File: config.mk
export PLATFORM = sky130hd
export DESIGN_NAME = risc_io
export DESIGN_NICKNAME = d
export VERILOG_FILES = /design/src/rtl/risc_io_pkg.sv /design/src/rtl/uart_rx.sv /design/src/rtl/risc_io.sv
export SDC_FILE = /design/constraint.sdc
export NUM_CORES = 1
export LEC_CHECK = 0
export BUFFER_PORTS_ARGS = -buffer_cell sky130_fd_sc_hd__buf_4
export CORE_MARGIN = 4
export CORE_UTILIZATION = 44
export CTS_CLUSTER_DIAMETER = 120
export CTS_CLUSTER_SIZE = 28
export DETAILED_ROUTE_END_ITERATION = 10
export SYNTH_ARGS = -nofsm -noshare
export SYNTH_HDL_FRONTEND = slang
export SYNTH_HIERARCHICAL = 1
export SYNTH_SLANG_ARGS = --single-unit
File: constraint.sdc
create_clock -name clk -period 5.11 [get_ports clk]
set_input_delay 0 -clock clk [delete_from_list [all_inputs] [get_ports clk]]
set_output_delay 0 -clock clk [all_outputs]
set_load 0.05 [all_outputs]
File: src/rtl/risc_io_pkg.sv
// Shared definitions for the risc_io block: register map, status bits, UART FSM states.
// No logic; latency n/a.
// Backpressure n/a.
package risc_io_pkg;

    localparam int CLK_PER_MS_DEF = 25000;
    localparam int BAUD_DIV_DEF   = 217;

    localparam logic [3:0] REG_MS   = 4'd0;
    localparam logic [3:0] REG_IO   = 4'd1;
    localparam logic [3:0] REG_UART = 4'd2;
    localparam logic [3:0] REG_STAT = 4'd3;

    localparam int STAT_RXRDY = 0;
    localparam int STAT_TXRDY = 1;

    typedef enum logic [1:0] {
        ST_IDLE  = 2'd0,
        ST_START = 2'd1,
        ST_DATA  = 2'd2,
        ST_STOP  = 2'd3
    } uart_st_t;

endpackage

File: src/rtl/uart_rx.sv
// UART 8N1 receiver: 2-flop synchronizer, mid-bit sampling, glitch and framing rejection.
// Latency: done pulses one cycle after the stop-bit sample; data holds the last good byte.
// Backpressure: none; a new byte simply replaces data.
module uart_rx
    import risc_io_pkg::*;
#(
    parameter int BAUD_DIV = BAUD_DIV_DEF
) (
    input  logic       clk,
    input  logic       rst,
    input  logic       rxd,
    output logic [7:0] data,
    output logic       done
);

    localparam int CW = $clog2(BAUD_DIV + 1);
    localparam logic [CW-1:0] HALF_END = CW'(BAUD_DIV / 2 - 1);
    localparam logic [CW-1:0] BIT_END  = CW'(BAUD_DIV - 1);

    logic          sync1, sync2, prev;
    uart_st_t      st;
    logic [CW-1:0] cnt;
    logic [2:0]    bitn;
    logic [7:0]    sh;

    always_ff @(posedge clk or negedge rst) begin
        if (!rst) begin
            sync1 <= 1'b1;
            sync2 <= 1'b1;
            prev  <= 1'b1;
            st    <= ST_IDLE;
            cnt   <= '0;
            bitn  <= '0;
            sh    <= '0;
            data  <= '0;
            done  <= 1'b0;
        end else begin
            sync1 <= rxd;
            sync2 <= sync1;
            prev  <= sync2;
            done  <= 1'b0;
            case (st)
                ST_IDLE: begin
                    if (prev && !sync2) begin
                        st  <= ST_START;
                        cnt <= '0;
                    end
                end
                ST_START: begin
                    // A start bit that is high again at its midpoint was only a glitch.
                    if (cnt == HALF_END) begin
                        cnt  <= '0;
                        bitn <= '0;
                        st   <= sync2 ? ST_IDLE : ST_DATA;
                    end else begin
                        cnt <= cnt + 1'b1;
                    end
                end
                ST_DATA: begin
                    if (cnt == BIT_END) begin
                        cnt  <= '0;
                        sh   <= {sync2, sh[7:1]};
                        bitn <= bitn + 3'd1;
                        if (bitn == 3'd7)
                            st <= ST_STOP;
                    end else begin
                        cnt <= cnt + 1'b1;
                    end
                end
                ST_STOP: begin
                    if (cnt == BIT_END) begin
                        cnt <= '0;
                        st  <= ST_IDLE;
                        if (sync2) begin
                            data <= sh;
                            done <= 1'b1;
                        end
                    end else begin
                        cnt <= cnt + 1'b1;
                    end
                end
                default: st <= ST_IDLE;
            endcase
        end
    end

endmodule

File: src/rtl/risc_io.sv
// CPU I/O block: ms timer, switches/LEDs, UART TX and RX with ready flags, combinational read mux.
// Latency: reads combinational; writes and read side effects take effect at the next edge.
// Backpressure: TX writes are dropped while the transmitter is busy; RX overruns overwrite.
module risc_io
    import risc_io_pkg::*;
#(
    parameter int CLK_PER_MS = CLK_PER_MS_DEF,
    parameter int BAUD_DIV   = BAUD_DIV_DEF
) (
    input  logic        clk,
    input  logic        rst,
    input  logic [5:0]  ioadr,
    input  logic        iord,
    input  logic        iowr,
    input  logic [31:0] outbus,
    output logic [31:0] inbus,
    input  logic [7:0]  swi,
    output logic [7:0]  leds,
    input  logic        RxD,
    output logic        TxD
);

    localparam int PW = $clog2(CLK_PER_MS + 1);
    localparam int CW = $clog2(BAUD_DIV + 1);
    localparam logic [PW-1:0] PRESC_END = PW'(CLK_PER_MS - 1);
    localparam logic [CW-1:0] BIT_END   = CW'(BAUD_DIV - 1);

    logic [3:0]    sel;
    logic          rd_phase, rd_fire;
    logic [PW-1:0] presc;
    logic [31:0]   ms_cnt;
    logic [7:0]    rxdata;
    logic          rx_done, rxrdy, txrdy;
    uart_st_t      tx_st;
    logic [CW-1:0] tx_cnt;
    logic [2:0]    tx_bit;
    logic [7:0]    tx_sh;
    logic          tx_last, tx_load;
    logic          unused_bits;

    assign sel         = ioadr[5:2];
    assign rd_fire     = iord & rd_phase;
    assign unused_bits = ^{ioadr[1:0], outbus[31:8]};

    // The last stop-bit cycle also accepts a write so frames can run back to back.
    assign tx_last = (tx_st == ST_STOP) && (tx_cnt == BIT_END);
    assign tx_load = iowr && (sel == REG_UART) && (txrdy || tx_last);

    uart_rx #(.BAUD_DIV(BAUD_DIV)) u_uart_rx (
        .clk  (clk),
        .rst  (rst),
        .rxd  (RxD),
        .data (rxdata),
        .done (rx_done)
    );

    always_comb begin
        inbus = '0;
        if (iord) begin
            case (sel)
                REG_MS:   inbus = ms_cnt;
                REG_IO:   inbus = {24'b0, swi};
                REG_UART: inbus = {24'b0, rxdata};
                REG_STAT: begin
                    inbus[STAT_RXRDY] = rxrdy;
                    inbus[STAT_TXRDY] = txrdy;
                end
                default:  inbus = '0;
            endcase
        end
    end

    always_ff @(posedge clk or negedge rst) begin
        if (!rst) begin
            presc  <= '0;
            ms_cnt <= '0;
        end else if (presc == PRESC_END) begin
            presc  <= '0;
            ms_cnt <= ms_cnt + 32'd1;
        end else begin
            presc <= presc + 1'b1;
        end
    end

    // Loads hold iord for two cycles; side effects act on the second one only.
    always_ff @(posedge clk or negedge rst) begin
        if (!rst) begin
            rd_phase <= 1'b0;
            leds     <= '0;
            rxrdy    <= 1'b0;
        end else begin
            rd_phase <= iord ? ~rd_phase : 1'b0;
            if (iowr && sel == REG_IO)
                leds <= outbus[7:0];
            if (rx_done)
                rxrdy <= 1'b1;
            else if (rd_fire && sel == REG_UART)
                rxrdy <= 1'b0;
        end
    end

    always_ff @(posedge clk or negedge rst) begin
        if (!rst) begin
            tx_st  <= ST_IDLE;
            tx_cnt <= '0;
            tx_bit <= '0;
            tx_sh  <= '0;
            TxD    <= 1'b1;
            txrdy  <= 1'b1;
        end else begin
            case (tx_st)
                ST_IDLE: ;
                ST_START: begin
                    if (tx_cnt == BIT_END) begin
                        tx_cnt <= '0;
                        tx_bit <= '0;
                        TxD    <= tx_sh[0];
                        tx_sh  <= {1'b0, tx_sh[7:1]};
                        tx_st  <= ST_DATA;
                    end else begin
                        tx_cnt <= tx_cnt + 1'b1;
                    end
                end
                ST_DATA: begin
                    if (tx_cnt == BIT_END) begin
                        tx_cnt <= '0;
                        if (tx_bit == 3'd7) begin
                            TxD   <= 1'b1;
                            tx_st <= ST_STOP;
                        end else begin
                            TxD    <= tx_sh[0];
                            tx_sh  <= {1'b0, tx_sh[7:1]};
                            tx_bit <= tx_bit + 3'd1;
                        end
                    end else begin
                        tx_cnt <= tx_cnt + 1'b1;
                    end
                end
                ST_STOP: begin
                    if (tx_cnt == BIT_END) begin
                        tx_cnt <= '0;
                        txrdy  <= 1'b1;
                        tx_st  <= ST_IDLE;
                    end else begin
                        tx_cnt <= tx_cnt + 1'b1;
                    end
                end
                default: tx_st <= ST_IDLE;
            endcase
            if (tx_load) begin
                tx_sh  <= outbus[7:0];
                tx_cnt <= '0;
                TxD    <= 1'b0;
                txrdy  <= 1'b0;
                tx_st  <= ST_START;
            end
        end
    end

endmodule

== After elaboration in Yosys (flattened, before gate mapping) ==
Index checks and enable logic that the tools add are counted.
Operators by class
  add/subtract/negate cells: 6
  equality and inequality tests: 28
  multiplexer cells: 50
  bitwise logic cells: 2
  reduce and logical (&&, ||, !) cells: 29
Operators with widths (number)
  $pmux W30 S3: 1
  $mux W8: 10
  $add A32 B1 Y32 const B: 1
  $mux W32: 1
  $pmux W8 S3: 1
  $mux W2: 11
  $add A8 B1 Y8 const B: 2
  $eq A8 B8 Y1 const B: 2
  $pmux W2 S4: 2
  $pmux W8 S2: 1
  $add A15 B1 Y15 const B: 1
  $eq A15 B15 Y1 const B: 1
  $mux W15: 1
  $mux W3: 5
  $mux W1: 13
  $ne A3 B3 Y1 const B: 4
  $pmux W3 S2: 2
  $reduce_bool A2 Y1: 6
  $ne A2 B1 Y1 const B: 5
  $reduce_and A5 Y1: 2
  $reduce_and A3 Y1: 3
  $eq A2 B2 Y1 const B: 4
  $eq A4 B2 Y1 const B: 2
  $eq A8 B7 Y1 const B: 1
  other kinds (21): 33
Word-level totals
  register bits: 113
  bits of input ports: 51
  output and inout port bits: 41
  logic and storage cells: 135

== Logic depth before layout (Yosys ltp) ==
  depth in word-level cells: 6
  gate-level depth with buffers: 8
  mapped depth without buffers: 6

== Hierarchy ==
The synthesis kept the hierarchy.
Modules (own cells, without submodules)
  risc_io: times used 1, cells an instance 435, area an instance 4436.8 um^2, sequential area each 2004.4 um^2
  uart_rx: times used 1, cells an instance 121, area an instance 1451.4 um^2, sequential area each 829.5 um^2

== Worst setup path before layout ==
OpenSTA, ideal clock, no wires.
  path type: in2out
  start point: input ioadr[5]
  end point: output inbus[10]
  data arrival time: 2.177 ns
  data required time: 5.110 ns
  path slack: 2.933 ns
  stages on the path: 4
  buffers on the path: 2
  cells stage by stage: or3b_1 clkbuf_1 clkbuf_1 nor4_1
On the way
  word-level cells in the longest chain between the ends: 3
  elaborated cells on any way between the ends: 5
  classes of those cells: eq/ne: 2; mux: 2; reduce/logical: 1
RTL lines
  start: declaration: RTL line risc_io.sv:12  | input logic [5:0] ioadr,
  $eq A4 B2 Y1 (tied with other cells): RTL line risc_io.sv:60  | case (sel)
  $pmux W30 S3 (*): RTL line risc_io.sv:60
  $mux W32 (*): RTL line risc_io.sv:59  | if (iord) begin
  end: declaration: RTL line risc_io.sv:16  | output logic [31:0] inbus,
Mark *: on every way between the ends. The rest lies on a longest branch, timed or not.

== Worst setup path after layout ==
  start point: input iord
  end point: output inbus[11]
On the way
  word-level cells in the longest chain between the ends: 1
RTL lines
  start: declaration: RTL line risc_io.sv:13  | input logic iord,
  $mux W32: RTL line risc_io.sv:59
No other way between the ends.

==> metrics.txt <==
# TYPE chip_impl_metric gauge
chip_impl_metric{name="whs_path_depth",unit=""} 3
chip_impl_metric{name="worst-r2r-setup-slack",unit="ns"} 2.90
chip_impl_metric{name="drcViolationCount",unit=""} 0
chip_impl_metric{name="layoutNonFillerInstCount",unit=""} 820
chip_impl_info{name="synth_flop_cell",value="dfrtp_1"} 1
chip_impl_metric{name="finalMaxSlewViolations",unit=""} 0
chip_impl_metric{name="chipHeight",unit="um"} 124
chip_impl_info{name="worst_setup_path_category",value="primary input to primary output"} 1
chip_impl_metric{name="grt_util_all_layers",unit=""} 0.176
chip_impl_metric{name="globalRouteOverflowTotal",unit=""} 0
chip_impl_metric{name="ant_nets",unit=""} 0
chip_impl_metric{name="worst_ir_drop_vdd",unit="mV"} 0.270
chip_impl_metric{name="synth_simple_gate_area_share",unit=""} 0.228
chip_impl_metric{name="antennaDiodeCount",unit=""} 0
chip_impl_info{name="ctsRootBufferMaster",value="clkbuf_16"} 1
chip_impl_info{name="global_route.peak_usage_layer",value="met2"} 1
chip_impl_metric{name="vias_in_the_first_global_route",unit=""} 4492
chip_impl_metric{name="maxSlewHeadroom",unit=""} 0.335
chip_impl_metric{name="cts_max_path_buffers",unit=""} 2
chip_impl_metric{name="worst_ep_required_time",unit="ns"} 5.11
chip_impl_metric{name="grt_max_degree",unit=""} 60
chip_impl_metric{name="starting_utilization_of_the_core_area",unit=""} 0.446
chip_impl_metric{name="clk_pin_slew",unit="ns"} 0.05
chip_impl_info{name="tritoncts",value="yes"} 1
chip_impl_metric{name="finalInstanceArea",unit="mm^2"} 0.00721
chip_impl_metric{name="firstDrtPassIters",unit=""} 4
chip_impl_metric{name="seq_area_frac_synth",unit=""} 0.481
chip_impl_metric{name="xor_xnor_share_of_the_synthesized_area",unit=""} 0.0654
chip_impl_metric{name="cts.repair.resized",unit=""} 0
chip_impl_info{name="yosys-top-cells-area",value="dfrtp_1 46%, mux2_2 7.5%, xor2_1 3.9%, ha_1 3.0%, nand2_1 2.9%"} 1
chip_impl_info{name="crit_path_cell_trace",value="dlygate4sd3_1 -> buf_4 -> or3b_1 -> nor3_2 -> and2_2 -> buf_4"} 1
chip_impl_info{name="most-common-layout-cells",value="108 x dfrtp_1, 67 x buf_4, 45 x nand2_1, 39 x mux2_2, 34 x nor2_1"} 1
chip_impl_metric{name="post_drt_wl_per_cell",unit="um"} 14.9
chip_impl_metric{name="grt_pass1_wl",unit="um"} 21300
chip_impl_metric{name="clkSinkCount",unit=""} 113
chip_impl_metric{name="finalCritPeriodShare",unit=""} 0.474
chip_impl_info{name="mostFrequentLayoutCell",value="dfrtp_1"} 1
chip_impl_metric{name="drive_above_1_share",unit=""} 0.248
chip_impl_metric{name="post_synth_instance_area",unit="mm^2"} 0.00589
chip_impl_metric{name="numPlacedInstances",unit=""} 777
chip_impl_metric{name="max_clock_freq",unit="MHz"} 413
chip_impl_metric{name="placeable_core_region",unit="mm^2"} 0.0132
chip_impl_metric{name="avgSynthCellArea",unit="um^2"} 10.6
chip_impl_metric{name="num_rows",unit=""} 42
chip_impl_metric{name="post-route-worst-setup-slack",unit="ns"} 2.69
chip_impl_metric{name="critical_path_arrival",unit="ns"} 2.42
chip_impl_metric{name="synth-adder-area-share",unit=""} 0.0297
chip_impl_metric{name="layout_min_cycle_time",unit="ns"} 2.42
chip_impl_metric{name="synth-compound-area-share",unit=""} 0.0674
chip_impl_metric{name="ff2ff_path_depth",unit=""} 6
chip_impl_metric{name="grt_antenna_before_repair",unit=""} 0
chip_impl_metric{name="synthesis.nets",unit=""} 621
chip_impl_info{name="main_combinational_cell_family_by_area_after_synthesis",value="simple AND/OR/NAND/NOR gates"} 1
chip_impl_metric{name="power_per_cell_area",unit="mW/mm^2"} 391
chip_impl_metric{name="dp_hpwl",unit="um"} 8690
chip_impl_info{name="holdCritPathClass",value="primary input to register"} 1
chip_impl_metric{name="count_of_fill_cells_added_during_filler_insertion",unit=""} 1174
chip_impl_metric{name="max_slew.worst_pin.slew",unit="ns"} 0.991
chip_impl_info{name="timing.hold.worst.start",value="ioadr[3]"} 1
chip_impl_metric{name="place.port_buffers",unit=""} 65
chip_impl_info{name="start_kind",value="primary input"} 1
chip_impl_metric{name="synth_async_sr_flop_share",unit=""} 1.00
chip_impl_info{name="yosys.area.top_type",value="dfrtp_1"} 1
chip_impl_metric{name="timing.final.hold_violations",unit=""} 0
chip_impl_metric{name="dpl-instance-area",unit="mm^2"} 0.00650
chip_impl_info{name="timing.critical_path.mode_cell",value="buf_4"} 1
chip_impl_info{name="run_status",value="complete, no violations"} 1
chip_impl_metric{name="routed-via-count",unit=""} 4394
chip_impl_metric{name="setup_viol_count_final",unit=""} 0
chip_impl_metric{name="ys_seq_elements",unit=""} 113
chip_impl_metric{name="fp.dieArea",unit="mm^2"} 0.0153
chip_impl_metric{name="cts_made_buffers",unit=""} 17
chip_impl_metric{name="grtUsageMet3",unit=""} 0.0409
chip_impl_metric{name="distinct_cells_synth",unit=""} 66
chip_impl_metric{name="drt_first_iter_violations",unit=""} 146
chip_impl_metric{name="static-leakage-power",unit="uW"} 0.00337
chip_impl_metric{name="floorplan.io_pins",unit=""} 92
chip_impl_metric{name="met2_usage",unit=""} 0.284
chip_impl_info{name="timing.rr.start",value="tx_cnt[0]$_DFFE_PN0P_"} 1
chip_impl_metric{name="syn-instance-count",unit=""} 556
chip_impl_metric{name="pre_cts_slack",unit="ns"} 2.89
chip_impl_metric{name="synth.area.mux_share",unit=""} 0.0958
chip_impl_metric{name="ctsHtreeMaxLevel",unit=""} 4
chip_impl_metric{name="worstPathMaxFanout",unit=""} 19
chip_impl_metric{name="clock_skew",unit="ns"} 0.00667
chip_impl_metric{name="synthesis.yosys.warnings",unit=""} 6
chip_impl_info{name="worstHoldEndpoint",value="rxrdy$_DFFE_PN0P_"} 1
chip_impl_metric{name="routabilityCongestion",unit=""} 0.850
chip_impl_metric{name="die_w",unit="um"} 124
chip_impl_metric{name="area_growth_syn_to_layout",unit="%"} 22.4
chip_impl_metric{name="use_met1",unit=""} 0.226
chip_impl_metric{name="synthDominantCellAreaShare",unit=""} 0.459
chip_impl_info{name="endpoint_kind_of_the_worst_setup_timing_path",value="primary output"} 1
chip_impl_metric{name="vias_per_cell",unit=""} 5.36
chip_impl_info{name="r2r_end",value="tx_sh[1]$_DFFE_PN0P_"} 1
chip_impl_info{name="rsz0062_at_grt",value="false"} 1
chip_impl_metric{name="worst_skew_pair.late_latency",unit="ns"} 0.41
chip_impl_metric{name="finish.net_count",unit=""} 696
chip_impl_metric{name="route.final.wire_length",unit="um"} 12200
chip_impl_info{name="cpMaxStageDelayCell",value="nor3_2"} 1
chip_impl_metric{name="design_power_total",unit="uW"} 2820
chip_impl_metric{name="critical-path-max-stage-delay",unit="ns"} 0.70
chip_impl_metric{name="synth-edff-count",unit=""} 0
chip_impl_metric{name="tns",unit="ns"} 0
chip_impl_metric{name="max-cap-violations",unit=""} 0
==> final cells by class <==
type,instances,area (um^2),share of cell area
clock buffers,27,523,0.0725
clock inverters,5,75.1,0.0104
inverters,21,78.8,0.0109
multi-input cells,400,2870,0.397
flip-flops and latches,113,2830,0.393
well taps,176,220,0.0305
repair buffers,78,613,0.0850
==> per-layer routing <==
layer  vias to the layer above  routed length (um)
li1                       2144                   -
met1                      2147                5580
met2                        83                5910
met3                        20                 522
met4                         0                 236
met5                         -                   0
==> worst max-delay path: cells and delay by family <==
family                 cells  cell delay, ns
AND/OR/NAND/NOR            3            1.56
buffers and inverters      3            0.86
==> how the worst max path moves through the flow <==
stage	startpoint	slack, ns	end
2_1_floorplan	ioadr[5]	2.93	inbus[10]
3_3_place_gp	tx_cnt[0]$_DFFE_PN0P_	2.92	tx_sh[1]$_DFFE_PN0P_
3_5_place_dp	tx_cnt[0]$_DFFE_PN0P_	2.89	tx_sh[5]$_DFFE_PN0P_
4_1_cts	iord	2.70	inbus[11]
5_1_grt	iord	2.51	inbus[11]
6_report	iord	2.69	inbus[11]
==> per-stage QoR <==
stage / hold slack [ns] / utilization
finish: 0.0166 / 0.547
global route: 0.0380 / 0.547
floorplan: -0.296 / -
global placement: 0.0986 / 0.493
detailed placement: 0.102 / 0.493
CTS: 0.00639 / 0.547
==> sequential cells by signal (all words and copies together), names as in the netlist, 8 cells and up, named ones only <==
| name | flops |
|---|---|
| tx_sh | 8 |
| u_uart_rx/cnt | 8 |
| ms_cnt | 32 |
| u_uart_rx/sh | 8 |
| leds | 8 |
| presc | 15 |
| u_uart_rx/data | 8 |
| tx_cnt | 8 |
==> kinds of logic after synthesis <==
| family | after synthesis |
|---|---|
| buf+inv | 43 |
| simple gates | 229 |
| mux | 49 |
| flops | 113 |
| compound gates | 64 |
| fa+ha+maj | 14 |
| xor+xnor | 44 |
==> cells in the mapped netlist (all sizes together) (2+ instances only) <==
| library cell | n |
|---|---|
| a211oi | 2 |
| or3 | 8 |
| o211ai | 2 |
| nor3b | 2 |
| nand3 | 25 |
| and3b | 3 |
| nor4b | 2 |
| mux4 | 2 |
| ha | 14 |
| buf | 12 |
| inv | 21 |
| mux2 | 39 |
| nand2b | 2 |
| nor4 | 19 |
| a21o | 2 |
| o21ai | 20 |
| dfstp | 5 |
| nor2b | 9 |
| and4b | 4 |
| xor2 | 26 |
| nand4 | 16 |
| dfrtp | 108 |
| clkbuf | 10 |
| and2 | 23 |
| nand2 | 45 |
| or4 | 4 |
| a21oi | 19 |
| mux2i | 8 |
| nor3 | 19 |
| a31oi | 2 |
| a22o | 2 |
| xnor2 | 18 |
| nor2 | 34 |
| o22ai | 4 |
| and4 | 5 |
| and3 | 5 |
==> power by group <==
group | internal [uW] | leakage (uW) | switching [uW] | total, uW
combinational | 227 | 0.00159 | 309 | 537
sequential | 1010 | 0.00148 | 102 | 1110
clock | 792 | 0.000297 | 374 | 1170
==> timing repair <==
item                      in CTS  in global routing
hold buffers                  11                  0
buffers inserted               0                  0
hold endpoints to repair      72                  0
Note: power is estimated with default switching activity, not from simulation.
